--- config.mk ---
export PLATFORM = sky130hd
export DESIGN_NAME = pipelined_control_unit_flat
export DESIGN_NICKNAME = d
export VERILOG_FILES = /design/src/rtl/pipelined_control_unit_if.sv /design/src/rtl/pipelined_control_unit.sv /design/src/flat_wrapper.sv
export SDC_FILE = /design/constraint.sdc
export NUM_CORES = 1
export LEC_CHECK = 0
export CAP_MARGIN = 0
export CORE_MARGIN = 3
export CORE_UTILIZATION = 54
export CTS_BUF_LIST = sky130_fd_sc_hd__clkbuf_4
export DETAILED_ROUTE_END_ITERATION = 6
export GPL_TIMING_DRIVEN = 1
export PLACE_DENSITY_LB_ADDON = 0.1
export SETUP_SLACK_MARGIN = 0.02
export SLEW_MARGIN = 20
export SYNTH_ARGS = -nofsm -noshare
export SYNTH_HDL_FRONTEND = slang
export SYNTH_SLANG_ARGS = --single-unit
export TNS_END_PERCENT = 30
--- constraint.sdc ---
create_clock -name clk -period 3.7 [get_ports clk]
set_input_delay 0.555 -clock clk [delete_from_list [all_inputs] [get_ports clk]]
set_output_delay 0.555 -clock clk [all_outputs]
set_load 0.02 [all_outputs]
--- src/rtl/pipelined_control_unit_if.sv ---
// pipelined_control_unit_if
//   Fetch-side instruction handshake plus the registered control word that
//   goes to the datapath.
//   master : instruction source (fetch). It drives instr_valid, opcode, funct
//            and branch, and observes everything else.
//   slave  : pipelined_control_unit. It accepts the instruction and drives
//            the control word, the MDU status and the hazard stall.
interface pipelined_control_unit_if #(
    parameter int ALU_CTRL_W = 4
);
    logic                  instr_valid;
    logic                  instr_ready;
    logic [5:0]            opcode;
    logic [5:0]            funct;
    logic                  branch;

    logic                  ctrl_valid;
    logic                  rf_we;
    logic [1:0]            sel_wa;
    logic                  sel_alu_b;
    logic                  dmem_we;
    logic [1:0]            sel_result;
    logic [1:0]            sel_pc;
    logic [ALU_CTRL_W-1:0] alu_ctrl;
    logic                  mdu_start;
    logic                  mdu_busy;
    logic                  illegal_instr;
    logic                  stall;

    modport master (
        output instr_valid, opcode, funct, branch,
        input  instr_ready, ctrl_valid, rf_we, sel_wa, sel_alu_b, dmem_we,
               sel_result, sel_pc, alu_ctrl, mdu_start, mdu_busy,
               illegal_instr, stall
    );

    modport slave (
        input  instr_valid, opcode, funct, branch,
        output instr_ready, ctrl_valid, rf_we, sel_wa, sel_alu_b, dmem_we,
               sel_result, sel_pc, alu_ctrl, mdu_start, mdu_busy,
               illegal_instr, stall
    );
endinterface

--- src/rtl/pipelined_control_unit.sv ---
// pipelined_control_unit
//   Registered MIPS main/ALU decoder with a one-instruction-per-cycle
//   valid/ready front end, a MULTU/DIVU occupancy sequencer and a HI/LO
//   hazard stall. Undefined opcodes are accepted and leave as a flagged,
//   side-effect-free control word.
// Ports
//   clk   : clock
//   rst_n : asynchronous active-low reset, released on the next clk edge
//   bus   : pipelined_control_unit_if.slave
//           in  instr_valid, opcode[5:0], funct[5:0], branch
//           out instr_ready, stall, ctrl_valid, rf_we, sel_wa[1:0],
//               sel_alu_b, dmem_we, sel_result[1:0], sel_pc[1:0],
//               alu_ctrl[ALU_CTRL_W-1:0], mdu_start, mdu_busy, illegal_instr
// Parameters
//   MULT_CYCLES : cycles MULTU keeps the MDU busy (>= 1)
//   DIV_CYCLES  : cycles DIVU keeps the MDU busy (>= 1)
//   ALU_CTRL_W  : alu_ctrl width, must match the interface instance
module pipelined_control_unit #(
    parameter int MULT_CYCLES = 4,
    parameter int DIV_CYCLES  = 32,
    parameter int ALU_CTRL_W  = 4
) (
    input logic                     clk,
    input logic                     rst_n,
    pipelined_control_unit_if.slave bus
);

    // Control word layout; these constants are the control_signals words.
    // sel_wa     : 0 rt, 1 rd, 2 $ra
    // sel_result : 0 alu, 1 memory, 2 pc+4 (link)
    // sel_pc     : 0 pc+4, 1 branch target, 2 jump target, 3 register
    // alu_op     : 00 add, 01 subtract, 10 decode from funct
    typedef struct packed {
        logic       rf_we;
        logic [1:0] sel_wa;
        logic       sel_alu_b;
        logic       dmem_we;
        logic [1:0] sel_result;
        logic [1:0] sel_pc;
    } dp_ctrl_t;

    typedef struct packed {
        dp_ctrl_t   dp;
        logic [1:0] alu_op;
    } ctrl_t;

    //                                 rf wa b  we res pc  op
    localparam ctrl_t LWc    = 11'b1_00_1_0_01_00_00;
    localparam ctrl_t SWc    = 11'b0_00_1_1_00_00_00;
    localparam ctrl_t ADDIc  = 11'b1_00_1_0_00_00_00;
    localparam ctrl_t Jc     = 11'b0_00_0_0_00_10_00;
    localparam ctrl_t JALc   = 11'b1_10_0_0_10_10_00;
    localparam ctrl_t BEQc   = 11'b0_00_0_0_00_01_01;
    localparam ctrl_t BEQNc  = 11'b0_00_0_0_00_00_01;
    localparam ctrl_t Rc     = 11'b1_01_0_0_00_00_10;
    localparam ctrl_t JRc    = 11'b0_00_0_0_00_11_10;
    localparam ctrl_t MULTUc = 11'b0_00_0_0_00_00_10;
    localparam ctrl_t DIVUc  = 11'b0_00_0_0_00_00_10;
    localparam ctrl_t ILLc   = 11'b0_00_0_0_00_00_00;

    localparam logic [5:0] OP_RTYPE = 6'h00;
    localparam logic [5:0] OP_J     = 6'h02;
    localparam logic [5:0] OP_JAL   = 6'h03;
    localparam logic [5:0] OP_BEQ   = 6'h04;
    localparam logic [5:0] OP_ADDI  = 6'h08;
    localparam logic [5:0] OP_LW    = 6'h23;
    localparam logic [5:0] OP_SW    = 6'h2B;

    localparam logic [5:0] F_NOP    = 6'h00;
    localparam logic [5:0] F_SRL    = 6'h02;
    localparam logic [5:0] F_JR     = 6'h08;
    localparam logic [5:0] F_MFHI   = 6'h10;
    localparam logic [5:0] F_MFLO   = 6'h12;
    localparam logic [5:0] F_MULTU  = 6'h19;
    localparam logic [5:0] F_DIVU   = 6'h1B;
    localparam logic [5:0] F_ADD    = 6'h20;
    localparam logic [5:0] F_SUB    = 6'h22;
    localparam logic [5:0] F_AND    = 6'h24;
    localparam logic [5:0] F_OR     = 6'h25;
    localparam logic [5:0] F_SLT    = 6'h2A;

    localparam logic [3:0] ADDac       = 4'd0;
    localparam logic [3:0] SUBac       = 4'd1;
    localparam logic [3:0] ANDac       = 4'd2;
    localparam logic [3:0] ORac        = 4'd3;
    localparam logic [3:0] SLTac       = 4'd4;
    localparam logic [3:0] SRLac       = 4'd5;
    localparam logic [3:0] MULTUac     = 4'd6;
    localparam logic [3:0] DIVUac      = 4'd7;
    localparam logic [3:0] MFHIac      = 4'd8;
    localparam logic [3:0] MFLOac      = 4'd9;
    localparam logic [3:0] JRac        = 4'd10;
    localparam logic [3:0] NOPac       = 4'd11;
    localparam logic [3:0] ADDIac      = 4'd12;
    localparam logic [3:0] SUBIac      = 4'd13;
    localparam logic [3:0] DONT_CAREac = 4'd15;

    localparam int MAX_CYCLES = (MULT_CYCLES > DIV_CYCLES) ? MULT_CYCLES : DIV_CYCLES;
    localparam int CNT_W      = $clog2(MAX_CYCLES + 1);
    localparam logic [CNT_W-1:0] MULT_LOAD = CNT_W'(MULT_CYCLES);
    localparam logic [CNT_W-1:0] DIV_LOAD  = CNT_W'(DIV_CYCLES);

    ctrl_t                 dec_word;
    logic [3:0]            dec_alu;
    logic                  dec_illegal;
    logic                  dec_mdu;
    logic                  dec_div;
    logic                  hazard;
    logic                  ready;
    logic                  accept;

    logic                  run_q;
    logic                  valid_q;
    dp_ctrl_t              dp_q;
    logic [ALU_CTRL_W-1:0] alu_q;
    logic                  illegal_q;
    logic                  start_q;
    logic [CNT_W-1:0]      cnt_q;
    logic                  mdu_busy;

    always_comb begin
        dec_word    = ILLc;
        dec_illegal = 1'b0;
        dec_mdu     = 1'b0;
        dec_div     = 1'b0;
        case (bus.opcode)
            OP_LW:   dec_word = LWc;
            OP_SW:   dec_word = SWc;
            OP_ADDI: dec_word = ADDIc;
            OP_J:    dec_word = Jc;
            OP_JAL:  dec_word = JALc;
            OP_BEQ:  dec_word = bus.branch ? BEQc : BEQNc;
            OP_RTYPE: begin
                case (bus.funct)
                    F_JR:    dec_word = JRc;
                    F_MULTU: begin
                        dec_word = MULTUc;
                        dec_mdu  = 1'b1;
                    end
                    F_DIVU: begin
                        dec_word = DIVUc;
                        dec_mdu  = 1'b1;
                        dec_div  = 1'b1;
                    end
                    default: dec_word = Rc;
                endcase
            end
            default: dec_illegal = 1'b1;
        endcase
    end

    // An illegal opcode carries alu_op 00 in ILLc, so it must be forced to
    // DONT_CARE explicitly rather than falling into the ADDI slot.
    always_comb begin
        dec_alu = DONT_CAREac;
        if (!dec_illegal) begin
            case (dec_word.alu_op)
                2'b00:   dec_alu = ADDIac;
                2'b01:   dec_alu = SUBIac;
                default: begin
                    case (bus.funct)
                        F_ADD:   dec_alu = ADDac;
                        F_AND:   dec_alu = ANDac;
                        F_DIVU:  dec_alu = DIVUac;
                        F_JR:    dec_alu = JRac;
                        F_MFHI:  dec_alu = MFHIac;
                        F_MFLO:  dec_alu = MFLOac;
                        F_MULTU: dec_alu = MULTUac;
                        F_NOP:   dec_alu = NOPac;
                        F_OR:    dec_alu = ORac;
                        F_SLT:   dec_alu = SLTac;
                        F_SRL:   dec_alu = SRLac;
                        F_SUB:   dec_alu = SUBac;
                        default: dec_alu = DONT_CAREac;
                    endcase
                end
            endcase
        end
    end

    // Instructions that touch HI/LO or the MDU itself must wait out the MDU.
    assign hazard = (bus.opcode == OP_RTYPE) &&
                    ((bus.funct == F_MULTU) || (bus.funct == F_DIVU) ||
                     (bus.funct == F_MFHI)  || (bus.funct == F_MFLO));

    assign mdu_busy = (cnt_q != '0);

    // run_q holds ready low until the first edge after reset release, so
    // every output, ready included, reads 0 while rst_n is asserted.
    assign ready  = run_q && !(mdu_busy && hazard);
    assign accept = bus.instr_valid && ready;

    always_ff @(posedge clk or negedge rst_n) begin
        if (!rst_n) begin
            run_q     <= 1'b0;
            valid_q   <= 1'b0;
            dp_q      <= '0;
            alu_q     <= '0;
            illegal_q <= 1'b0;
            start_q   <= 1'b0;
            cnt_q     <= '0;
        end else begin
            run_q     <= 1'b1;
            valid_q   <= accept;
            dp_q      <= accept ? dec_word.dp : '0;
            alu_q     <= accept ? ALU_CTRL_W'(dec_alu) : '0;
            illegal_q <= accept && dec_illegal;
            start_q   <= accept && dec_mdu;
            // A new MDU op is never accepted while busy, so load cannot
            // collide with an in-flight count.
            if (accept && dec_mdu) begin
                cnt_q <= dec_div ? DIV_LOAD : MULT_LOAD;
            end else if (cnt_q != '0) begin
                cnt_q <= cnt_q - CNT_W'(1);
            end
        end
    end

    assign bus.instr_ready   = ready;
    assign bus.stall         = bus.instr_valid && run_q && !ready;
    assign bus.ctrl_valid    = valid_q;
    assign bus.rf_we         = dp_q.rf_we;
    assign bus.sel_wa        = dp_q.sel_wa;
    assign bus.sel_alu_b     = dp_q.sel_alu_b;
    assign bus.dmem_we       = dp_q.dmem_we;
    assign bus.sel_result    = dp_q.sel_result;
    assign bus.sel_pc        = dp_q.sel_pc;
    assign bus.alu_ctrl      = alu_q;
    assign bus.mdu_start     = start_q;
    assign bus.mdu_busy      = mdu_busy;
    assign bus.illegal_instr = illegal_q;

endmodule

--- src/flat_wrapper.sv ---
// flat-port wrapper written by rule: the top's interface ports become plain ports
module pipelined_control_unit_flat 
#(
    parameter int MULT_CYCLES = 4,
    parameter int DIV_CYCLES  = 32,
    parameter int ALU_CTRL_W  = 4
)
  (clk, rst_n, bus_instr_valid, bus_opcode, bus_funct, bus_branch, bus_instr_ready, bus_ctrl_valid, bus_rf_we, bus_sel_wa, bus_sel_alu_b, bus_dmem_we, bus_sel_result, bus_sel_pc, bus_alu_ctrl, bus_mdu_start, bus_mdu_busy, bus_illegal_instr, bus_stall);
  pipelined_control_unit_if #(.ALU_CTRL_W(ALU_CTRL_W)) bus_i ();
  input logic clk;
  input logic rst_n;
  input wire logic [$bits(bus_i.instr_valid)-1:0] bus_instr_valid;
  input wire logic [$bits(bus_i.opcode)-1:0] bus_opcode;
  input wire logic [$bits(bus_i.funct)-1:0] bus_funct;
  input wire logic [$bits(bus_i.branch)-1:0] bus_branch;
  output wire logic [$bits(bus_i.instr_ready)-1:0] bus_instr_ready;
  output wire logic [$bits(bus_i.ctrl_valid)-1:0] bus_ctrl_valid;
  output wire logic [$bits(bus_i.rf_we)-1:0] bus_rf_we;
  output wire logic [$bits(bus_i.sel_wa)-1:0] bus_sel_wa;
  output wire logic [$bits(bus_i.sel_alu_b)-1:0] bus_sel_alu_b;
  output wire logic [$bits(bus_i.dmem_we)-1:0] bus_dmem_we;
  output wire logic [$bits(bus_i.sel_result)-1:0] bus_sel_result;
  output wire logic [$bits(bus_i.sel_pc)-1:0] bus_sel_pc;
  output wire logic [$bits(bus_i.alu_ctrl)-1:0] bus_alu_ctrl;
  output wire logic [$bits(bus_i.mdu_start)-1:0] bus_mdu_start;
  output wire logic [$bits(bus_i.mdu_busy)-1:0] bus_mdu_busy;
  output wire logic [$bits(bus_i.illegal_instr)-1:0] bus_illegal_instr;
  output wire logic [$bits(bus_i.stall)-1:0] bus_stall;
  assign bus_i.instr_valid = bus_instr_valid;
  assign bus_i.opcode = bus_opcode;
  assign bus_i.funct = bus_funct;
  assign bus_i.branch = bus_branch;
  assign bus_instr_ready = bus_i.instr_ready;
  assign bus_ctrl_valid = bus_i.ctrl_valid;
  assign bus_rf_we = bus_i.rf_we;
  assign bus_sel_wa = bus_i.sel_wa;
  assign bus_sel_alu_b = bus_i.sel_alu_b;
  assign bus_dmem_we = bus_i.dmem_we;
  assign bus_sel_result = bus_i.sel_result;
  assign bus_sel_pc = bus_i.sel_pc;
  assign bus_alu_ctrl = bus_i.alu_ctrl;
  assign bus_mdu_start = bus_i.mdu_start;
  assign bus_mdu_busy = bus_i.mdu_busy;
  assign bus_illegal_instr = bus_i.illegal_instr;
  assign bus_stall = bus_i.stall;
  pipelined_control_unit #(.MULT_CYCLES(MULT_CYCLES), .DIV_CYCLES(DIV_CYCLES), .ALU_CTRL_W(ALU_CTRL_W)) u_core (.clk(clk), .rst_n(rst_n), .bus(bus_i));
endmodule
Word level (Yosys, flattened, before mapping)
Index checks and enable logic that the tools add are counted.
Widths: inputs -> output; s select.
- output and inout port bits: 19
- word-level logic and storage cells: 67
- register bits after elaboration: 23
- input bits: 16
- equal/unequal tests: 18
- reductions and logical operators: 20
- muxes and demuxes: 16
- add/sub/neg operators: 1
- operators by type and width (operator ; number):
    $pmux 11 s7 ; 1
    $pmux 4 s12 ; 1
    $eq 6x6->1 const B ; 7
    $eq 6x5->1 const B ; 4
    $pmux 11 s2 ; 1
    $eq 6x2->1 const B ; 3
    $mux 6 ; 3
    $eq 6x4->1 const B ; 2
    $logic_not 6->1 ; 2
    $mux 9 ; 1
    $logic_and 1x1->1 ; 8
    $mux 4 ; 2
    $pmux 4 s2 ; 1
    $reduce_or 7->1 ; 1
    $eq 6x3->1 const B ; 1
    $reduce_bool 6->1 ; 1
    $sub 6x1->6 const B ; 1
    $mux 1 ; 5
    $logic_or 1x1->1 ; 3
    $mux 3 ; 1
    $eq 2x1->1 const B ; 1
    $logic_not 1->1 ; 2
    $logic_not 2->1 ; 1
    $reduce_bool 2->1 ; 1
    $reduce_or 2->1 ; 1

Depth between registers and ports, before layout
Gate-level depths: netlist (run 1).
- depth in word-level cells: 11
- mapped depth: 7
- mapped depth without buffers: 7

Worst setup path after synthesis (run 1)
OpenSTA, ideal clock, no wires.
- path kind: input to output
- start: in bus_funct[2]
- end: out bus_stall
- stages: 5
- path buffers: 1
- data required time: 3.145 ns
- arrival time: 1.791 ns
- path slack: 1.354 ns
- cells stage by stage: buf_2 > nor2_1 > nand4_4 > or3_1 > nor2_1
- longest elaborated chain between the ends: 10
- elaborated cells on any way between the ends: 13
- classes of those cells: eq/ne: 4; reduce/logical: 9
- ends and longest elaborated chain (item ; line ; text):
    from (decl) ; flat_wrapper.sv:14 ; input wire logic [$bits(bus_i.funct)-1:0] bus_funct;
    $eq 6x5->1 ; pipelined_control_unit.sv:183 ; ((bus.funct == F_MULTU) || (bus.funct == F_DIVU) ||
    $logic_or 1x1->1 (2 in series) ; pipelined_control_unit.sv:183 ;
    $logic_or 1x1->1 * ; pipelined_control_unit.sv:184 ; (bus.funct == F_MFHI) || (bus.funct == F_MFLO));
    $logic_and 1x1->1 * ; pipelined_control_unit.sv:182 ; assign hazard = (bus.opcode == OP_RTYPE) &&
    $logic_and 1x1->1 * ; pipelined_control_unit.sv:190 ; assign ready = run_q && !(mdu_busy && hazard);
    $logic_not 1->1 * ; pipelined_control_unit.sv:190 ;
    $logic_and 1x1->1 * ; pipelined_control_unit.sv:190 ;
    $logic_not 1->1 * ; pipelined_control_unit.sv:220 ; assign bus.stall = bus.instr_valid && run_q && !ready;
    $logic_and 1x1->1 * ; pipelined_control_unit.sv:220 ;
    to (decl) ; flat_wrapper.sv:28 ; output wire logic [$bits(bus_i.stall)-1:0] bus_stall;
Every way passes the cells marked *; elsewhere a longest branch is shown, timed or not.

Worst setup path after layout (run 1)
- start: in bus_opcode[1]
- end: out bus_stall
- longest elaborated chain between the ends: 7
- ends and longest elaborated chain (item ; line ; text):
    from (decl) ; flat_wrapper.sv:13 ; input wire logic [$bits(bus_i.opcode)-1:0] bus_opcode;
    $logic_not 6->1 ; pipelined_control_unit.sv:182 ;
    $logic_and 1x1->1 ; pipelined_control_unit.sv:182 ;
    $logic_and 1x1->1 ; pipelined_control_unit.sv:190 ;
    $logic_not 1->1 ; pipelined_control_unit.sv:190 ;
    $logic_and 1x1->1 ; pipelined_control_unit.sv:190 ;
    $logic_not 1->1 ; pipelined_control_unit.sv:220 ;
    $logic_and 1x1->1 ; pipelined_control_unit.sv:220 ;
No other way between the ends.

==> results_dict.tcl, run 1 <==
set metrics [dict create \
    place.gp.congestion 0.899 \
    row_count 17 \
    synth_seq_cells 22 \
    dpl.hpwl_um 2470 \
    max_cap_viol_count 0 \
    cts_resized 0 \
    end_kind "primary output" \
    vias 1245 \
    grt_pass1_wl_um 5150 \
    routedWlPerCell_um 14.9 \
    fin_skew_ns 0.00697 \
    grt.overflow.total 0 \
    leakage_nw 0.735 \
    synth_area_per_cell_um2 9.07 \
    drive_gt1_share_pct 12.0 \
    crit_type "primary input to primary output" \
    grtUsageMet1_pct 26.0 \
    io_buffers 34 \
    antenna_cells 0 \
    yosysWarnings 0 \
    fin_nets 203 \
    grt_util_met3_pct 1.38 \
    rsz0062_at_grt "no" \
    arrival_ns 2.85 \
    power_density_nw_per_um2 411 \
    clock_latency_ns 0.31 \
    area_growth_pct 27.3 \
    io_pins 35 \
    synthTopCellsByArea "dfrtp_1 (39%), nor2_1 (4.8%), o21ai_0 (3.2%)" \
    outcome "complete, no violations" \
    fp.dieH_um 56.9 \
    netlist_instances 154 \
    die_w_um 56.9 \
    p_total_mw 0.730 \
    clkTransAtPathRegs_ns 0.12 \
    grt.total_usage_pct 20.6 \
    worstSetupStartpointType "primary input" \
    fmax_mhz 294 \
    setup_tns_ns 0 \
    dr.first_iter.drc_count 46 \
    busiest_layer "met2" \
    finalSetupViolations 0 \
    max_slew_margin_pct 56.9 \
    grt_pass1_vias 1089 \
    synth_nets 172 \
    antenna_found_initial 0 \
    cp_data_required_time_ns 3.14 \
    synth_edf_count 0 \
    firstDrtPassIters 4 \
    grtUsageMet2_pct 35.8 \
    cts_sinks 22 \
    ir_drop_v 0.000463 \
    viasPerCell 5.87 \
    cts_tree "done" \
    cts_hold_buf 0 \
    hp-class "primary input to async pin" \
    clockBufferDepth 2 \
    min_period_ns 3.41 \
    crit_fanout 9 \
    htreeDepth 1 \
    yosysTopAreaCellShare_pct 39.4 \
    netlist_area_um2 1400 \
    ys_seq_area_share_pct 39.4 \
    yosys.area.top_type "dfrtp_1" \
    synth.distinct_cells 49 \
    finalCritPeriodShare_pct 92.0 \
    final_antenna_net_count 0 \
    drc_errors 0 \
    async_flop_share_pct 100 \
    grt_max_degree 23 \
    core_um2 2340 \
    tightest_slew_ns 0.645 \
    cts_buffers 3 \
    drt-total-wl_um 3150 \
    start_util_pct 59.7 \
    hold_viol 0 \
    dieArea_um2 3230 \
    synth_flop_cell "dfrtp_1" \
    timing_max_transition_violations_final 0 \
    post-cts-setup-buffers 0 \
    clock-root-buffer "clkbuf_4" \
]
final cells by class:
cell class | instances | area, µm²
fill | 165 | 562
multi-input combinational | 112 | 748
inverter | 9 | 33.8
clock inverter | 1 | 30.0
timing repair buffer | 37 | 358
sequential | 22 | 551
clock buffer | 3 | 22.5
tap | 28 | 35.0
through the flow:
step / util (%) / instance area (µm²) / worst slack (ns) / instances / hold WS, ns
2_1_floorplan: - / 1400 / 1.35 / 154 / 0.259
6_report: 76.0 / 1780 / 0.295 / 212 / 0.178
5_1_grt: 76.0 / 1780 / 0.167 / 212 / 0.209
3_5_place_dp: 74.0 / 1730 / 0.315 / 208 / 0.518
3_3_place_gp: 74.0 / 1730 / 0.409 / 208 / 0.513
4_1_cts: 76.2 / 1780 / 0.310 / 212 / 0.545
cell usage after synthesis, types with 4 or more instances:
cell type / number
nand2_1: 9
nand3_1: 5
nor2_1: 18
o21ai_0: 9
dfrtp_1: 22
inv_1: 7
a211oi_1: 4
xnor2_1: 4
nor3_1: 8
clkbuf_1: 4
and2_1: 6
final timing paths:
kind | slack (ns) | depth (start not counted) | startpoint | end
max | 0.29 | 6 | bus_opcode[1] | bus_stall
min | 0.18 | 1 | rst_n | u_core.bus.illegal_instr
max reg2reg | 1.73 | 6 | u_core.cnt_q[0] | u_core.bus.sel_result[1]
min reg2reg | 0.54 | 1 | u_core.cnt_q[4] | u_core.cnt_q[4]
max in group asynchronous | 3.19 | 1 | rst_n | u_core.cnt_q[5]
min in group clk | 0.54 | 1 | u_core.cnt_q[4] | u_core.cnt_q[4]
cell families (layout without fill, tap and decap cells):
group           after synthesis  count (layout)  synth area share, %
xor+xnor                      6               6                 3.76
compound gates               34              34                 18.2
buf+inv                      20              50                 6.99
other cells                   1               1                0.269
flops                        22              22                 39.4
simple gates                 68              68                 28.8
fa+ha+maj                     2               2                 1.79
mux                           1               1                0.806
report_power, final:
group | leakage (nW) | switching (mW) | internal, mW
clock | 0.0279 | 0.0728 | 0.110
sequential | 0.287 | 0.0339 | 0.280
combinational | 0.421 | 0.124 | 0.110
total | 0.735 | 0.231 | 0.499
layer usage:
metal / up-vias / share of wire, %
met5: - / 0
met4: 0 / 1.9
met3: 4 / 5.9
met2: 50 / 51
met1: 585 / 41
li1: 606 / -
flip-flops by register name, indices dropped and copies added, names as in the netlist:
signal	flops
u_core.bus.alu_ctrl	4
u_core.bus.ctrl_valid	1
u_core.bus.dmem_we	1
u_core.bus.illegal_instr	1
u_core.bus.mdu_start	1
u_core.bus.rf_we	1
u_core.bus.sel_alu_b	1
u_core.bus.sel_pc	2
u_core.bus.sel_result	2
u_core.bus.sel_wa	1
u_core.cnt_q	6
u_core.run_q	1
worst max-delay path: stages:
cell and delay [ns]:
clkdlybuf4s50_1 0.58, nor3_4 0.36, nand4_4 0.20, or3_1 0.41, nor2_1 0.13, clkdlybuf4s50_1 0.61
cells in the final DEF, fill, tap and decap left out, types with 4 or more instances in the layout:
cell type,netlist,layout
a211oi_1,4,4
and2_1,6,6
clkdlybuf4s50_1,0,33
dfrtp_1,22,22
inv_1,7,7
nand2_1,9,9
nand3_1,5,5
nor2_1,18,18
nor3_1,8,8
o21ai_0,9,9
xnor2_1,4,4
(Power assumes the default switching activity.)
==> run 2: changes to the inputs <==
==> constraint.sdc (replaced) <==
create_clock -name clk -period 3.7 [get_ports clk]
set_input_delay 0.555 -clock clk [delete_from_list [all_inputs] [get_ports clk]]
set_output_delay 0.555 -clock clk [all_outputs]
set_load 0.05 [all_outputs]
==> run 2 against run 1 <==
  * Sequential power hardly changed
  * Die area stayed put
  * Register-to-register slack worse by 0.05 ns
  * Global-route usage is 1.2 points lower
  * Clock power is 43% lower
  * Clock skew is 0.00099 ns lower
  * Maximum frequency is 0.69% lower
  * Combinational power is 9.0% higher
  * Cell area is 0.14% lower
  * Flip-flop and latch count stayed put
  * Worst setup slack worse by 0.024 ns
  * Largest cell class unchanged
==> results_dict.tcl, run 2 (synthesis gave the netlist of run 1 again) <==
set metrics [dict create \
    row_count 17 \
    placedCellCount 212 \
    cp_top_family "buffers and inverters" \
    dpl.hpwl_um 2370 \
    setup_tns_ns 0 \
    cp_slowest_stage_delay_ns 0.69 \
    drc_errors 0 \
    cts_hold_buf 0 \
    io_pins 35 \
    hp-class "primary input to async pin" \
    die_w_um 56.9 \
    start_util_pct 59.7 \
    cts_tree "done" \
    largest_reg_flops 6 \
    clock-root-buffer "clkbuf_4" \
    cts_sinks 22 \
    crit_fanout 7 \
    ir_drop_v 0.000291 \
    hold_ws_ns 0.198 \
    antenna_found_initial 0 \
    grt_pass1_wl_um 5060 \
    cts_buffers 3 \
    end_kind "primary output" \
    final_antenna_net_count 0 \
    fin_nets 207 \
    finalCoreUtilization_pct 75.9 \
    dr.first_iter.drc_count 31 \
    r2r-end "u_core.bus.rf_we" \
    viasPerCell 5.92 \
    routedWlPerCell_um 14.0 \
    core_um2 2340 \
    r2r_slack_ns 1.68 \
    largest_register "u_core.cnt_q" \
    outcome "complete, no violations" \
    grt_max_degree 23 \
    fp.dieH_um 56.9 \
    area_growth_pct 27.2 \
    grt.overflow.total 0 \
    drt-total-wl_um 3020 \
    crit_type "primary input to primary output" \
    leakage_nw 0.743 \
    r2r-start "u_core.cnt_q[0]" \
    finalCritPeriodShare_pct 92.7 \
    final_cell_mix "clkdlybuf4s50_1 (32), dfrtp_1 (22), nor2_1 (18), nand2_1 (9), o21ai_0 (9)" \
    stdcell_count 215 \
    firstDrtPassIters 4 \
    tightest_slew_ns 0.681 \
    post-cts-setup-buffers 0 \
    rr_worst_depth 6 \
    timing_max_transition_violations_final 0 \
    min_period_ns 3.43 \
    fmax_mhz 292 \
    clkTransAtPathRegs_ns 0.11 \
    grt.total_usage_pct 19.4 \
    finalSetupViolations 0 \
    rsz0062_at_grt "no" \
    htreeDepth 1 \
    worstSetupStartpointType "primary input" \
    slowest_stage "clkdlybuf4s50_1" \
    cp_data_required_time_ns 3.14 \
    io_buffers 34 \
    grt_pass1_vias 1106 \
    final_common_cell "clkdlybuf4s50_1" \
    hold_viol 0 \
    clock_latency_ns 0.29 \
    dieArea_um2 3230 \
    fin_skew_ns 0.00598 \
    max_cap_viol_count 0 \
    place.gp.congestion 0.835 \
    power_density_nw_per_um2 378 \
    drive_gt1_share_pct 13.9 \
    arrival_ns 2.87 \
    cp_cell_sequence "clkdlybuf4s50_1, nor3_4, nand4_4, or3_1, and2_1, clkdlybuf4s50_1" \
    vias 1273 \
    antenna_cells 0 \
    max_slew_margin_pct 54.5 \
    timing.critical_path.buf_inv 2 \
    crit_top_cell "clkdlybuf4s50_1" \
    clockBufferDepth 2 \
    cts_resized 0 \
]
[run 2: metal layers]
| metal | track usage [%] | share of wire (%) | vias to the layer above |
|---|---|---|---|
| met1 | 26.4 | 44 | 608 |
| met5 | 0 | 0 | - |
| met3 | 1.84 | 5.1 | 2 |
| li1 | - | - | 623 |
| met2 | 32.3 | 50 | 40 |
| met4 | 5.96 | 0.33 | 0 |
[run 2: metrics by stage]
step | setup WS [ns] | total power [mW] | area, µm²
3_3_place_gp | 0.325 | 0.555 | 1760
2_1_floorplan | 0.991 | 0.493 | 1400
4_1_cts | 0.268 | 0.673 | 1780
3_5_place_dp | 0.271 | 0.572 | 1760
6_report | 0.271 | 0.670 | 1780
5_1_grt | 0.152 | 0.714 | 1780
[run 2: worst max path at each step]
stage	from	endpoint	slack (ns)	cells past startpoint
floorplan	bus_funct[2]	bus_stall	0.99	5
global placement	bus_opcode[0]	bus_instr_ready	0.32	6
detailed placement	bus_opcode[0]	bus_instr_ready	0.27	6
CTS	bus_opcode[0]	bus_instr_ready	0.27	6
global route	bus_opcode[0]	bus_instr_ready	0.15	6
finish	bus_opcode[0]	bus_instr_ready	0.27	6
[run 2: power breakdown]
| group | internal (mW) | total (mW) | switching, mW |
|---|---|---|---|
| Sequential | 0.280 | 0.313 | 0.0327 |
| Clock | 0.0378 | 0.103 | 0.0647 |
| Combinational | 0.114 | 0.255 | 0.141 |
[run 2: layout make-up]
cell class	instances	area, µm²
Clock buffer	3	22.5
Fill cell	171	564
Inverter	9	33.8
Multi-Input combinational cell	112	748
Sequential cell	22	551
Tap cell	28	35.0
Timing Repair Buffer	41	385
